File: src/rtl/mvu_mem_pkg.sv
// rtl/mvu_mem_pkg.sv - shared constants and types for the 512x16 scratch memory
package mvu_mem_pkg;

  localparam int MEM_AW      = 9;
  localparam int MEM_DW      = 16;
  localparam int SRAM_RD_LAT = 1;
  localparam int BANK_MSB    = 8;
  localparam int BANK_LSB    = 7;

  typedef enum logic [1:0] {
    RD_IDLE  = 2'd0,
    RD_ISSUE = 2'd1,
    RD_DRAIN = 2'd2
  } rd_state_t;

  function automatic logic [BANK_MSB-BANK_LSB:0] bank_sel(input logic [MEM_AW-1:0] addr);
    return addr[BANK_MSB:BANK_LSB];
  endfunction

endpackage

File: src/rtl/tp_stream_fifo.sv
// rtl/tp_stream_fifo.sv - small output buffer with occupancy count
module tp_stream_fifo #(
  parameter int DEPTH = 2,
  parameter int W     = 17
) (
  input  logic                         clk,
  input  logic                         rst_n,
  input  logic                         push,
  input  logic [W-1:0]                 push_data,
  input  logic                         pop,
  output logic [W-1:0]                 head,
  output logic                         empty,
  output logic [$clog2(DEPTH+1)-1:0]   count
);
  localparam int PW = (DEPTH > 1) ? $clog2(DEPTH) : 1;
  localparam int CW = $clog2(DEPTH+1);

  logic [W-1:0]  mem [DEPTH];
  logic [PW-1:0] wr_ptr;
  logic [PW-1:0] rd_ptr;

  assign head  = mem[rd_ptr];
  assign empty = (count == '0);

  always_ff @(posedge clk or negedge rst_n) begin
    if (!rst_n) begin
      for (int i = 0; i < DEPTH; i++) mem[i] <= '0;
      wr_ptr <= '0;
      rd_ptr <= '0;
      count  <= '0;
    end else begin
      if (push) begin
        mem[wr_ptr] <= push_data;
        wr_ptr <= (wr_ptr == PW'(DEPTH-1)) ? '0 : wr_ptr + 1'b1;
      end
      if (pop) rd_ptr <= (rd_ptr == PW'(DEPTH-1)) ? '0 : rd_ptr + 1'b1;
      case ({push, pop})
        2'b10:   count <= count + 1'b1;
        2'b01:   count <= count - 1'b1;
        default: count <= count;
      endcase
    end
  end

  // A push into a full buffer without a matching pop means the issue credit is broken.
  always_ff @(posedge clk) begin
    if (rst_n) begin
      assert (!(push && !pop && count == CW'(DEPTH)))
        else $error("tp_stream_fifo overflow");
    end
  end

endmodule

File: src/rtl/tp_mem_rd_streamer.sv
// rtl/tp_mem_rd_streamer.sv - strided burst reader for the two-port scratch memory
module tp_mem_rd_streamer
  import mvu_mem_pkg::*;
#(
  parameter int AW         = MEM_AW,
  parameter int DW         = MEM_DW,
  parameter int RD_LAT     = SRAM_RD_LAT,
  parameter int FIFO_DEPTH = 2
) (
  input  logic          clk,
  input  logic          rst_n,
  input  logic          cmd_valid,
  output logic          cmd_ready,
  input  logic [AW-1:0] cmd_base,
  input  logic [AW:0]   cmd_len,
  input  logic [AW-1:0] cmd_stride,
  output logic          rd_en,
  output logic [AW-1:0] rd_addr,
  input  logic [DW-1:0] rd_word,
  output logic          out_valid,
  input  logic          out_ready,
  output logic [DW-1:0] out_word,
  output logic          out_last,
  output logic          busy,
  output logic          done
);
  localparam int CW = $clog2(FIFO_DEPTH+1);

  rd_state_t         state;
  logic [AW-1:0]     addr;
  logic [AW-1:0]     stride;
  logic [AW:0]       issue_left;
  logic [RD_LAT-1:0] pipe_v;
  logic [RD_LAT-1:0] pipe_l;
  logic [CW-1:0]     fifo_count;
  logic [DW:0]       fifo_head;
  logic              fifo_empty;
  logic              pop;
  logic              last_issue;
  logic [31:0]       inflight;
  logic [31:0]       credit_used;

  always_comb begin
    inflight = '0;
    for (int i = 0; i < RD_LAT; i++) inflight = inflight + 32'(pipe_v[i]);
  end

  // Words already buffered or in the SRAM pipe must leave room for this read.
  assign pop         = out_valid & out_ready;
  assign credit_used = 32'(fifo_count) + inflight - 32'(pop);
  assign rd_en       = (state == RD_ISSUE) && (issue_left != '0) &&
                       (credit_used < 32'(FIFO_DEPTH));
  assign last_issue  = rd_en && (issue_left == (AW+1)'(1));
  assign rd_addr     = addr;

  always_ff @(posedge clk or negedge rst_n) begin
    if (!rst_n) begin
      state      <= RD_IDLE;
      cmd_ready  <= 1'b0;
      busy       <= 1'b0;
      done       <= 1'b0;
      addr       <= '0;
      stride     <= '0;
      issue_left <= '0;
    end else begin
      done <= 1'b0;
      case (state)
        RD_IDLE: begin
          if (cmd_valid && cmd_ready) begin
            cmd_ready <= 1'b0;
            if (cmd_len == '0) begin
              done <= 1'b1;
            end else begin
              state      <= RD_ISSUE;
              busy       <= 1'b1;
              addr       <= cmd_base;
              stride     <= cmd_stride;
              issue_left <= cmd_len;
            end
          end else begin
            cmd_ready <= 1'b1;
          end
        end
        RD_ISSUE: begin
          if (rd_en) begin
            addr       <= addr + stride;
            issue_left <= issue_left - 1'b1;
            if (last_issue) state <= RD_DRAIN;
          end
        end
        RD_DRAIN: begin
          if (pop && out_last) begin
            state <= RD_IDLE;
            busy  <= 1'b0;
            done  <= 1'b1;
          end
        end
        default: state <= RD_IDLE;
      endcase
    end
  end

  always_ff @(posedge clk or negedge rst_n) begin
    if (!rst_n) begin
      pipe_v <= '0;
      pipe_l <= '0;
    end else begin
      pipe_v[0] <= rd_en;
      pipe_l[0] <= last_issue;
      for (int i = 1; i < RD_LAT; i++) begin
        pipe_v[i] <= pipe_v[i-1];
        pipe_l[i] <= pipe_l[i-1];
      end
    end
  end

  tp_stream_fifo #(
    .DEPTH (FIFO_DEPTH),
    .W     (DW+1)
  ) u_fifo (
    .clk       (clk),
    .rst_n     (rst_n),
    .push      (pipe_v[RD_LAT-1]),
    .push_data ({pipe_l[RD_LAT-1], rd_word}),
    .pop       (pop),
    .head      (fifo_head),
    .empty     (fifo_empty),
    .count     (fifo_count)
  );

  assign out_valid = !fifo_empty;
  assign out_word  = fifo_head[DW-1:0];
  assign out_last  = fifo_head[DW];

endmodule
File: config.mk
export PLATFORM = sky130hd
export DESIGN_NAME = tp_mem_rd_streamer
export DESIGN_NICKNAME = d
export VERILOG_FILES = /design/src/rtl/mvu_mem_pkg.sv /design/src/rtl/tp_stream_fifo.sv /design/src/rtl/tp_mem_rd_streamer.sv
export SDC_FILE = /design/constraint.sdc
export NUM_CORES = 1
export LEC_CHECK = 0
export BUFFER_PORTS_ARGS = -buffer_cell sky130_fd_sc_hd__buf_2
export CAP_MARGIN = 10
export CORE_AREA = 2 2 105 107
export DETAILED_ROUTE_END_ITERATION = 8
export DIE_AREA = 0 0 107 109
export PLACE_DENSITY = 0.64
export SYNTH_ARGS = -nofsm -noshare
export SYNTH_HDL_FRONTEND = slang
export SYNTH_HIERARCHICAL = 1
export SYNTH_SLANG_ARGS = --single-unit
export TNS_END_PERCENT = 10
File: constraint.sdc
create_clock -name clk -period 2.81 [get_ports clk]
set_input_delay 0.562 -clock clk [delete_from_list [all_inputs] [get_ports clk]]
set_output_delay 0.562 -clock clk [all_outputs]
set_load 0.01 [all_outputs]
### Yosys cells after proc, flatten, opt, wreduce, memory -nomap -nowiden

Index checks and enable logic that the tools add are counted.

* eq/ne operators: 10
* divide/modulo/power cells: 0
* order comparisons: 4
* muxes and demuxes: 32
* $add $sub $neg: 8
* multiply operators: 0
* shift-type cells: 0
* bitwise gates (word level): 4
* reductions and logical operators: 18

Operators by type and width (number)
* $mux W17: 4
* $bwmux W34: 1
* $lt A32 B2 Y1 const B: 1
* $mux W10: 3
* $mux W9: 3
* $pmux W10 S2: 1
* $pmux W9 S2: 1
* $demux W17 S1: 1
* $eq A10 B1 Y1 const B: 1
* $logic_not A10 Y1: 1
* $mux W2: 5
* $ne A2 B2 Y1 const B: 5
* $reduce_bool A10 Y1: 1
* $sub A10 B1 Y10 const B: 1
* $add A9 B9 Y9: 1
* $mux W1: 9
* $reduce_and A4 Y1: 2
* $logic_and A1 B1 Y1: 6
* $pmux W2 S3: 1
* $reduce_bool A2 Y1: 3
* $reduce_and A5 Y1: 1
* $eq A2 B1 Y1 const B: 2
* $eq A2 B2 Y1 const B: 2
* $ge A2 B2 Y1 const B: 2
* other kinds (14): 18

* register bits after elaboration: 73
* memories: 0
* latch bits: 0
* ROM bits: 0
* RAM bits: 0
* logic and storage cells: 90
* output and inout bits: 31

### Depth between registers and ports, before layout

Gate-level depths: netlist of the first run.

* word-level depth: 10
* depth in mapped cells: 11
* depth with buffers taken out: 10

### By module

The synthesis of the first run kept the hierarchy.

Modules (own cells, without submodules)
* tp_mem_rd_streamer: times used 1, cells each 216, area each 2087.0 µm²
* tp_stream_fifo: times used 1, cells each 104, area each 1645.3 µm²

### Worst setup path after synthesis of the first run

OpenSTA, ideal clock, no wires.

* path kind: input to output
* start point: input port out_ready
* end point: output port rd_en
* path buffers: 0
* data arrival time: 2.045 ns
* path slack: 0.203 ns
* stages: 6
* data required time: 2.248 ns
* path through: nor2b_1 > nand2b_1 > a21boi_0 > fa_1 > nor2_1 > o221a_4

* cells in the longest elaborated chain, start to end: 4

RTL lines
* from (decl): line tp_mem_rd_streamer.sv:21 `input logic out_ready,`
* $and A1 B1 Y1: line tp_mem_rd_streamer.sv:49 `assign pop = out_valid & out_ready;`
* $sub A3 B1 Y4: line tp_mem_rd_streamer.sv:50 `assign credit_used = 32'(fifo_count) + inflight - 32'(pop);`
* $lt A32 B2 Y1: line tp_mem_rd_streamer.sv:52 `(credit_used < 32'(FIFO_DEPTH));`
* $logic_and A1 B1 Y1: line tp_mem_rd_streamer.sv:51 `assign rd_en = (state == RD_ISSUE) && (issue_left != '0) &&`
* to (decl): line tp_mem_rd_streamer.sv:17 `output logic rd_en,`

Every way passes these cells.

### Worst setup path after layout of the first run

* start point: register u_fifo.count[1]
* end point: output port rd_en

* cells in the longest elaborated chain, start to end: 6
* elaborated cells on any way between the ends: 7
* classes of those cells: add/sub (2); order compare (1); bitwise (1); reduce/logical (3)

RTL lines
* from (decl): line tp_stream_fifo.sv:13 `output logic [$clog2(DEPTH+1)-1:0] count`
* from (signal assigned): line tp_stream_fifo.sv:38 `2'b10: count <= count + 1'b1;`
* from (signal assigned): line tp_stream_fifo.sv:39 `2'b01: count <= count - 1'b1;`
* from (signal assigned): line tp_stream_fifo.sv:40 `default: count <= count;`
* $logic_not A2 Y1: line tp_stream_fifo.sv:23 `assign empty = (count == '0);`
* via fifo_empty: line tp_mem_rd_streamer.sv:37 `logic fifo_empty;`
* $logic_not A1 Y1: line tp_mem_rd_streamer.sv:131 `assign out_valid = !fifo_empty;`
* $and A1 B1 Y1: line tp_mem_rd_streamer.sv:49
* via pop: line tp_mem_rd_streamer.sv:38 `logic pop;`
* $sub A3 B1 Y4: line tp_mem_rd_streamer.sv:50
* $lt A32 B2 Y1: line tp_mem_rd_streamer.sv:52
* $logic_and A1 B1 Y1: line tp_mem_rd_streamer.sv:51

The timed path passes the listed nets, and every way through them passes these cells.

==> results by group, run 1 <==
Setup path
  • Crit. End Element: output pin
  • R2R setup slack: 230 ps
  • Worst Reg-to-Reg Cells: 11
  • Critical path arrival: ~2100 ps
  • Worst flop-to-flop path endpoint: rd_addr[8]$_DFFE_PN0P_
  • CP required: 2250 ps
  • Critical path launch point type: flip-flop
  • Worst Path Max Fanout: 3
  • FF-to-FF Start: u_fifo/count[1]$_DFFE_PN0P_
  • CP startpoint: u_fifo/count[1]$_DFFE_PN0P_
  • Critical path class: flip-flop to output pin

Final layout
  • Diode count: 0
  • Share of post-route cells with drive strength above 1: 0.433
  • Fin nets: between 400 and 500
  • Syn-to-layout area delta: 20.2%

Clock tree
  • Reg clk slew, reported paths: 70 ps
  • CTS tree: built
  • Clock Path Buffers: 2
  • Total clock sinks: 73
  • Clock Root Buffer: clkbuf_8
  • H-tree depth: 3
  • Worst-Skew Late Latency: 350 ps
  • CTS Hold Bufs: 0
  • TritonCTS buffer count: 9

Global routing
  • Largest net degree at the start of global routing: 74
  • Vias in the first global route: between 2000 and 3000
  • Grt ovf: 0
  • Global Route Usage Sum: 0.142
  • First-pass GRT wire length: 12.8 mm
  • Initial antenna violation count: 0

Power
  • Power Dens Cells: 1210 mW/mm^2
  • Tot Pwr: 5.41 mW
  • Max rail drop VDD: a little over 0.5 mV
  • Cell leakage power: 2.08 nW
  • P_sw: between 2 and 2.5 mW
  • Internal: 3.32 mW
  • Sw frac: 0.387
  • Sequential Power Share: 0.347
  • Logic pwr share: 0.521
  • Clock power share: 0.132

Route
  • Vias per cell: 5.01
  • DRC errors left: 0
  • WL/cell: 14.6 um
  • Drt first pass iters: 4
  • Routed Antenna Nets: 0
  • Final wirelength: 8.07 mm
  • Via count: roughly 2800
  • Iter 0 DRT Violations: 103

Yosys
  • Fraction of registers with async set/reset: 1.00
  • Top FF cell, synth: dfrtp_1
  • Post-synth cell types: 54
  • Synth warnings: 6
  • Synth Cell Area: ~0.0037 mm^2
  • Flops & latches, synth: 73
  • Post-Syn Instances: 320
  • Syn_nets: 381
  • Number of synthesized flops with an enable pin: 0
  • Synthesized area per cell: 11.7 um^2
  • Post-synthesis sequential area ratio: 0.489

Floorplan
  • Initial Util: 0.352
  • Die Wd: 107 um
  • Die H: between 100 and 150 um
  • Core area: around 0.011 mm^2
  • Rows: 38
  • DIE AREA: 0.0117 mm^2
  • Io pins: roughly 80

Outcome
  • Status: finished clean

STA
  • Worst-Margin Slew: 930 ps
  • Period minus WS final: 2690 ps
  • Fmax: 372 MHz
  • Min Hold Slack: 350 ps
  • Setup violators final: 0
  • Clock skew: 9.13 ps
  • Slew Viols, Final: 0
  • Relative slew slack: 0.380
  • Fin. Hold Viols: 0
  • Setup TNS: 0 ps
  • Final worst path period share: 0.956

Flow run
  • Max-cap violation count: 0

Worst hold path
  • Hold Crit Class: primary input to asynchronous set/reset pin

Placement
  • Final HPWL DP: about 5.6 mm
  • Port Buf Inserts: 78
  • RePlAce Congestion: 0.761
cell type report:
class	count	area [um^2]
Clock inverter	4	20.0
Clock buffer	11	141
Sequential cell	73	1830
Multi-Input combinational cell	221	1790
Fill cell	1009	6110
Timing Repair Buffer	89	482
Inverter	13	48.8
Tap cell	140	175
per-layer routing:
layer | part of all wire | vias to the layer above | routed length [um] | GRT usage
met2 | 0.48 | 89 | 3840 | 0.232
li1 | - | 1322 | - | -
met4 | 0.017 | 0 | 138 | 0.0445
met3 | 0.061 | 15 | 492 | 0.0490
met5 | 0 | - | 0 | 0
met1 | 0.45 | 1337 | 3600 | 0.176
worst max path at each step:
stage	endpoint	slack [ps]	cells after the start
after floorplan	rd_en	200	6
final	rd_en	120	8
after global placement	rd_en	0.9	8
after CTS	rd_en	1	8
after detailed placement	rd_en	-40	8
after global routing	rd_en	-10	8
state kept, by name (all words and copies together) (netlist names):
signal / count
u_fifo/mem: 34
issue_left: 10
rd_addr: 9
stride: 9
state: 2
u_fifo/count: 2
busy: 1
cmd_ready: 1
done: 1
pipe_l: 1
pipe_v: 1
u_fifo/rd_ptr: 1
u_fifo/wr_ptr: 1
synthesized netlist by cell type, drive strengths merged (2+ instances only):
| cell type | number | area (um^2) |
|---|---|---|
| mux2i | 4 | 40.0 |
| xnor2 | 6 | 52.6 |
| o21ai | 17 | 85.1 |
| o22ai | 3 | 25.0 |
| nor3 | 8 | 40.0 |
| nand2b | 3 | 18.8 |
| ha | 11 | 138 |
| nor4 | 2 | 12.5 |
| o21bai | 2 | 15.0 |
| xor2 | 5 | 43.8 |
| nor2b | 4 | 25.0 |
| o22a | 6 | 52.6 |
| inv | 13 | 48.8 |
| mux2 | 59 | 664 |
| fa | 2 | 40.0 |
| and3 | 2 | 12.5 |
| a31oi | 3 | 18.8 |
| nand3 | 7 | 35.0 |
| or3 | 4 | 30.0 |
| a2bb2oi | 2 | 17.5 |
| clkbuf | 5 | 28.8 |
| o21a | 2 | 15.0 |
| nand2 | 16 | 62.6 |
| dfrtp | 73 | 1830 |
| a21oi | 15 | 78.8 |
| buf | 8 | 57.6 |
| nor2 | 21 | 103 |
stage by stage:
| stage | instances | setup WS (ps) | instance area [um^2] | util |
|---|---|---|---|---|
| 2_1_floorplan | 320 | 203 | 3730 | - |
| 6_report | 551 | 124 | 4490 | 0.423 |
| 5_1_grt | 551 | -14.4 | 4490 | 0.423 |
| 3_5_place_dp | 532 | -44.3 | 4270 | 0.403 |
| 3_3_place_gp | 532 | 0.904 | 4270 | 0.403 |
| 4_1_cts | 548 | 1.43 | 4440 | 0.419 |
power groups by stage:
stage / clock, mW / combinational (mW) / sequential [mW]
after floorplan: 0 / 2.11 / 1.84
after global placement: 0 / 2.68 / 1.87
after detailed placement: 0 / 2.76 / 1.90
after CTS: 0.755 / 2.80 / 1.89
after global routing: 0.797 / 3.14 / 1.95
final: 0.714 / 2.82 / 1.88
layout by cell type (no fill, tap or decap), drive strengths merged, types with 7 or more instances in the layout:
cell type and count:
inv 13, nand3 7, nand2 16, clkbuf 11
dfrtp 73, buf 89, nor3 8, o21ai 17
mux2 59, a21oi 15, ha 11, nor2 21
logic make-up after synthesis:
kind of cell,Yosys count,synth area share
fa+ha+maj,13,0.0476
buf+inv,26,0.0362
simple gates,74,0.105
mux,63,0.189
compound gates,60,0.108
xor+xnor,11,0.0258
flops,73,0.489
timing repair:
| action | 4_1_cts | 5_1_grt |
|---|---|---|
| setup buffers | 1 | 3 |
| pin swaps | 0 | 4 |
| resized for setup | 3 | 5 |
| endpoints found under the setup margin | 1 | 2 |
critical path: stages (launching register included):
cell,delay [ps]
dfrtp_1,410
nor2_2,160
nor2b_2,70
nand2b_4,140
a21boi_2,150
fa_2,440
nor2_2,100
o221a_4,190
buf_6,100
Power figures use the tool's default switching activity.
==> run 2: changes to the inputs <==
--- a/config.mk
+++ b/config.mk
@@ -7,10 +7,10 @@
 export LEC_CHECK = 0
 export BUFFER_PORTS_ARGS = -buffer_cell sky130_fd_sc_hd__buf_2
 export CAP_MARGIN = 10
-export CORE_AREA = 2 2 105 107
+export CORE_AREA = 2 2 98 100
 export DETAILED_ROUTE_END_ITERATION = 8
-export DIE_AREA = 0 0 107 109
-export PLACE_DENSITY = 0.64
+export DIE_AREA = 0 0 100 102
+export PLACE_DENSITY = 0.71
 export SYNTH_ARGS = -nofsm -noshare
 export SYNTH_HDL_FRONTEND = slang
 export SYNTH_HIERARCHICAL = 1
==> run 2 against run 1 <==
Power rose by 4.3%. Global-route usage rose by 2.5 points. Largest power group unchanged. Largest cell class unchanged. Core utilization rose by 7.0 points.
==> results by group, run 2 (synthesis results as in run 1) <==
Outcome
  • Status: finished clean

Final layout
  • Most common cell after layout, fill and taps aside: buf_2
  • Final Instance Area: 0.00450 mm^2 (+0.20%)
  • Diode count: 0 (unchanged)
  • Seq. cell area: 0.00183 mm^2 (unchanged)
  • Share of post-route cells with drive strength above 1: 0.429 (-0.00382)
  • Fillers: 839 (-17%)
  • Syn-to-layout area delta: 20.5%
  • Non-Filler Instances: 521 (-5.4%)
  • Top Registers: u_fifo/mem (34), issue_left (10)
  • Fin nets: 466 (-0.43%)
  • Area occupied by multi-input gates: 0.00178 mm^2 (-0.56%)
  • Largest Register: u_fifo/mem
  • Commonest non-fill, non-tap cells in the layout: buf_2, dfrtp_1, mux2_2
  • Max reg flops: 34 (unchanged)

Route
  • DRC errors left: 0 (unchanged)
  • Max Used Layer: met4
  • Met2 wire length: 3.78 mm (-1.5%)
  • Via count: 2713 (-1.8%)
  • Routed Antenna Nets: 0 (unchanged)
  • Post-Route M1 WL: 3.71 mm (+3.1%)
  • Vias per cell: 5.21 (+3.8%)
  • Drt first pass iters: 4 (unchanged)
  • Final wirelength: 8.06 mm (-0.12%)
  • DR WL met3: 493 um (+0.20%)
  • WL/cell: 15.5 um (+5.6%)
  • Iter 0 DRT Violations: 77 (-25%)

Setup path
  • Worst path slowest cell: fa_1
  • CP peak stage delay: 430 ps (about the same)
  • Top cell by count, worst path: nor2_2
  • Crit. End Element: output pin
  • Worst Path Max Fanout: 3 (unchanged)
  • CP required: 2250 ps (about the same)
  • Critical path launch point type: flip-flop
  • Critical path arrival: 2110 ps (about the same)
  • Critical path class: flip-flop to output pin
  • Buffers & Inverters on Critical Path: 1 (unchanged)
  • Top delay family on crit path: simple AND/OR/NAND/NOR gates
  • Worst path cell trace: nor2_2, nor2b_2, nand2b_1, a21boi_2, fa_1, nor2_2, o221a_4, buf_2

Placement
  • Placed Instance Area: 0.00424 mm^2 (-0.62%)
  • Port Buf Inserts: 78 (unchanged)
  • DP Cell Count: 503 (-5.5%)
  • Final HPWL DP: 5.76 mm (+3.1%)
  • RePlAce Congestion: 0.816 (+7.2%)

Floorplan
  • Rows: 35 (-7.9%)
  • DIE AREA: 0.0102 mm^2 (-13%)
  • Core area: 0.00911 mm^2 (-14%)
  • Io pins: 79 (unchanged)
  • Die Wd: 100 um (-6.5%)
  • Initial Util: 0.410 (+0.0577)
  • Die H: 102 um (-6.4%)

Global routing
  • First-pass GRT wire length: 13.4 mm (+4.4%)
  • Grt ovf: 0 (unchanged)
  • Largest net degree at the start of global routing: 46 (-38%)
  • Vias in the first global route: 2771 (+4.3%)
  • Global Route Usage Sum: 0.167 (+0.0254)
  • Initial antenna violation count: 0 (unchanged)

STA
  • Setup violators final: 0 (unchanged)
  • RSZ-0062 raised after global routing: no
  • Relative slew slack: 0.318 (-0.0619)
  • Fin. Hold Viols: 0 (unchanged)
  • Period minus WS final: 2670 ps (-11.5 ps)
  • Worst-Margin Slew: 1020 ps (+88.2 ps)
  • Final worst path period share: 0.952 (-0.00410)
  • Clock skew: 5.03 ps (-4.10 ps)
  • Fmax: 374 MHz (+0.43%)
  • Slew Viols, Final: 0 (unchanged)
  • Setup TNS: 0 ps (unchanged)

Flow run
  • Max-cap violation count: 0 (unchanged)

Clock tree
  • Clock Root Buffer: clkbuf_8
  • Total clock sinks: 73 (unchanged)
  • CTS Hold Bufs: 0 (unchanged)
  • TritonCTS buffer count: 9 (unchanged)
  • H-tree depth: 3 (unchanged)
  • Worst-Skew Late Latency: 350 ps (about the same)
  • Reg clk slew, reported paths: 80 ps (about the same)
  • CTS tree: built
  • Clock Path Buffers: 2 (unchanged)

Worst hold path
  • Hold Crit Class: primary input to asynchronous set/reset pin

Power
  • Max rail drop VDD: 0.552 mV (+6.2%)
  • Power Dens Cells: 1260 mW/mm^2 (+4.1%)
  • Cell leakage power: 2.10 nW (+0.61%)
==> run 2: changes by cell type in the layout (fill, tap and decap cells not counted), sizes merged <==
cell / before / now
clkinvlp: 0 / 1
clkbuf: 11 / 10
buf: 89 / 87
clkinv: 4 / 2
bufinv: 0 / 2
inv: 13 / 14
==> run 2: final timing paths <==
check / start / end / slack (ps) / cells past startpoint
setup / recovery: u_fifo/count[1]$_DFFE_PN0P_ / rd_en / 140 / 8
hold / removal: rst_n / u_fifo/mem[5]$_DFFE_PN0P_ / 250 / 1
setup reg to reg: u_fifo/count[1]$_DFFE_PN0P_ / rd_addr[2]$_DFFE_PN0P_ / 270 / 12
hold reg to reg: busy$_DFFE_PN0P_ / busy$_DFFE_PN0P_ / 480 / 1
max in group asynchronous: rst_n / stride[5]$_DFFE_PN0P_ / 1900 / 2
min in group clk: cmd_stride[1] / stride[1]$_DFFE_PN0P_ / 420 / 3
==> run 2: repair_timing <==
action / in CTS / in global routing
setup endpoints to repair: 1 / 1
hold endpoints to repair: 0 / 0
pin swaps: 0 / 4
buffers inserted: 1 / 1
gates resized for setup: 2 / 3
==> run 2: final cells by class <==
type	instances	share of cell area
clock buffer	10	0.0306
sequential	73	0.406
inverter	13	0.0109
tap	111	0.0309
multi-input combinational	221	0.397
timing repair buffer	87	0.105
clock inverter	6	0.0200
==> run 2: routing by layer <==
| metal | vias to the layer above | global-route usage |
|---|---|---|
| met5 | - | 0 |
| met2 | 87 | 0.271 |
| met4 | 0 | 0.0527 |
| met1 | 1304 | 0.221 |
| li1 | 1313 | - |
| met3 | 9 | 0.0424 |
==> run 2: stage by stage <==
step	power, mW	setup slack (ps)	hold WS, ps	utilization
finish	5.65	136	245	0.494
global route	6.11	8.70	277	0.494
floorplan	3.95	203	266	-
global placement	4.56	36.4	461	0.466
detailed placement	4.70	36.8	470	0.466
CTS	5.69	11.3	243	0.492
==> run 2: power breakdown <==
group          total (mW)  internal (mW)  switching, mW
Sequential           1.88           1.55          0.331
Clock               0.936          0.527          0.408
Combinational        2.83           1.41           1.42
==> run 3: changes to the inputs <==
--- a/config.mk
+++ b/config.mk
@@ -7,10 +7,11 @@
 export LEC_CHECK = 0
 export BUFFER_PORTS_ARGS = -buffer_cell sky130_fd_sc_hd__buf_2
 export CAP_MARGIN = 10
-export CORE_AREA = 2 2 98 100
+export CORE_AREA = 2 2 86 88
+export CTS_CLUSTER_DIAMETER = 150
 export DETAILED_ROUTE_END_ITERATION = 8
-export DIE_AREA = 0 0 100 102
-export PLACE_DENSITY = 0.71
+export DIE_AREA = 0 0 88 90
+export PLACE_DENSITY = 0.86
 export SYNTH_ARGS = -nofsm -noshare
 export SYNTH_HDL_FRONTEND = slang
 export SYNTH_HIERARCHICAL = 1
==> run 3 against run 2 <==
Core utilization grew 15 points. Worst hold slack better by 9.9 ps. Clock power up 5.7%. Routed wire length shrank 2.9%. Worst setup slack worse by 26 ps. Sequential share of layout area up 0.11 points. Register-to-register slack worse by 50 ps. Non-clock buffer count is the same. Clock-buffer cell count decreased by 1. Fmax is 0.97% lower. Clock skew up 3.6 ps. First-iteration DRC count up 22%. Largest cell class unchanged.
==> results by group, run 3 (synthesis results as in run 1) <==
STA
  • Final worst path period share: 0.961 (+0.00927)
  • Fin. Hold Viols: 0 (unchanged)
  • Period minus WS final: 2700 ps (+26.1 ps)
  • Relative slew slack: 0.302 (-0.0160)
  • RSZ-0062 raised after global routing: no
  • Setup TNS: 0 ps (unchanged)
  • Fmax: 370 MHz (-0.97%)
  • Clock skew: 8.65 ps (+3.63 ps)
  • Slew Viols, Final: 0 (unchanged)
  • Worst-Margin Slew: 1040 ps (+23.9 ps)
  • Setup violators final: 0 (unchanged)

Power
  • Power Dens Cells: 1270 mW/mm^2 (+0.99%)
  • Tot Pwr: 5.69 mW (+0.71%)
  • Sequential Power Share: 0.330 (-0.004)
  • P_sw: 2.15 mW (-0.78%)
  • Max rail drop VDD: 0.638 mV (+16%)
  • Sw frac: 0.377 (-0.00567)
  • Internal: 3.54 mW (+1.6%)
  • Clock power share: 0.174 (+0.008)
  • Cell leakage power: 2.09 nW (about the same)
  • Logic pwr share: 0.496 (-0.005)

Setup path
  • Top cell by count, worst path: nor2_2
  • Worst path slowest cell: fa_1
  • Critical path class: flip-flop to output pin
  • Buffers & Inverters on Critical Path: 1 (unchanged)
  • CP peak stage delay: 430 ps (about the same)
  • Worst path cell trace: nor2_2, nor2b_2, nand2b_1, a21boi_2, fa_1, nor2_2, o221a_4, buf_2
  • Critical path arrival: 2140 ps (+30 ps)
  • Crit. End Element: output pin
  • Top delay family on crit path: simple AND/OR/NAND/NOR gates
  • Critical path launch point type: flip-flop
  • CP required: 2250 ps (about the same)
  • Worst Path Max Fanout: 3 (unchanged)

Final layout
  • Commonest non-fill, non-tap cells in the layout: buf_2, dfrtp_1, mux2_2
  • Top Registers: u_fifo/mem (34), issue_left (10)
  • Syn-to-layout area delta: 20.1%
  • Fillers: 567 (-32%)
  • Largest Register: u_fifo/mem
  • Most common cell after layout, fill and taps aside: buf_2
  • Share of post-route cells with drive strength above 1: 0.429 (unchanged)
  • Non-Filler Instances: 509 (-2.3%)
  • Max reg flops: 34 (unchanged)
  • Fin util: 0.639 (+0.145)
  • Diode count: 0 (unchanged)
  • Fin nets: 466 (unchanged)
  • Seq. cell area: 0.00183 mm^2 (unchanged)
  • Area occupied by multi-input gates: 0.00178 mm^2 (unchanged)

Route
  • Drt first pass iters: 4 (unchanged)
  • DRC errors left: 0 (unchanged)
  • Final wirelength: 7.83 mm (-2.9%)
  • WL/cell: 15.4 um (-0.58%)
  • Vias per cell: 5.41 (+3.8%)
  • Via count: 2752 (+1.4%)
  • Iter 0 DRT Violations: 94 (+22%)
  • Routed Antenna Nets: 0 (unchanged)

Global routing
  • Global Route Usage Sum: 0.205 (+0.0385)
  • Vias in the first global route: 2769 (-0.072%)
  • Grt ovf: 0 (unchanged)
  • First-pass GRT wire length: 12.9 mm (-3.7%)
  • Initial antenna violation count: 0 (unchanged)
  • Largest net degree at the start of global routing: 41 (-11%)

Floorplan
  • Core area: 0.00702 mm^2 (-23%)
  • Die H: 90 um (-12%)
  • Die Wd: 88 um (-12%)
  • DIE AREA: 0.00792 mm^2 (-22%)
  • Rows: 31 (-11%)
  • Io pins: 79 (unchanged)
  • Initial Util: 0.532 (+0.122)

Clock tree
  • CTS Hold Bufs: 0 (unchanged)
  • Clock Path Buffers: 2 (unchanged)
  • H-tree depth: 3 (unchanged)
  • Worst-Skew Late Latency: 340 ps (about the same)
  • TritonCTS buffer count: 9 (unchanged)
  • Reg clk slew, reported paths: 80 ps (about the same)
  • CTS tree: built
  • Clock Root Buffer: clkbuf_8
  • Total clock sinks: 73 (unchanged)

Placement
  • Port Buf Inserts: 78 (unchanged)
  • RePlAce Congestion: 0.857 (+5.1%)
  • Final HPWL DP: 5.65 mm (-2.0%)
  • DP Cell Count: 492 (-2.2%)

Outcome
  • Status: finished clean

Flow run
  • Max-cap violation count: 0 (unchanged)

Worst hold path
  • Hold Crit Class: primary input to asynchronous set/reset pin
run 3: layout make-up:
class,count,share of cell area
flip-flops and latches,73,0.407
inverters,13,0.0109
multi-input cells,221,0.398
well taps,99,0.0276
repair buffers,87,0.102
clock buffers,9,0.0276
clock inverters,7,0.0265
run 3: power by group through the flow:
stage | Clock (mW) | Sequential [mW] | Combinational, mW
5_1_grt | 1.06 | 1.94 | 3.14
3_3_place_gp | 0 | 1.85 | 2.67
2_1_floorplan | 0 | 1.84 | 2.11
4_1_cts | 1.01 | 1.88 | 2.85
3_5_place_dp | 0 | 1.89 | 2.80
6_report | 0.989 | 1.88 | 2.82
run 3: worst paths after layout:
path                       depth (start not counted)                    endpoint                        start  slack, ps
max in group asynchronous                          2   issue_left[2]$_DFFE_PN0P_                        rst_n       2160
min in group clk                                   3       stride[1]$_DFFE_PN0P_                cmd_stride[1]        440
max reg2reg                                       11      rd_addr[2]$_DFFE_PN0P_  u_fifo/count[1]$_DFFE_PN0P_        220
min reg2reg                                        1            busy$_DFFE_PN0P_             busy$_DFFE_PN0P_        500
max                                                8                       rd_en  u_fifo/count[1]$_DFFE_PN0P_        110
min                                                2  u_fifo/mem[32]$_DFFE_PN0P_                        rst_n        260
run 3: timing repair:
action,in CTS,in global routing
gates cloned,0,0
setup endpoints to repair,1,1
pin swaps,0,4
setup buffers,1,0
gates resized for setup,2,3
run 3: routing by layer:
layer  vias to the layer above  wire (um)  track usage
met5                         -          0            0
met1                      1333       3540        0.272
met2                        93       3720        0.332
li1                       1318          -            -
met3                         8        473       0.0413
met4                         0         90       0.0731
run 3: per-stage QoR:
step                      instance area (um^2)  hold slack, ps  setup slack (ps)
after floorplan                           3730             266               203
after global placement                    4220             462              48.4
after detailed placement                  4220             490              37.9
after CTS                                 4480             252              31.4
after global routing                      4480             283              5.15
final                                     4480             255               110
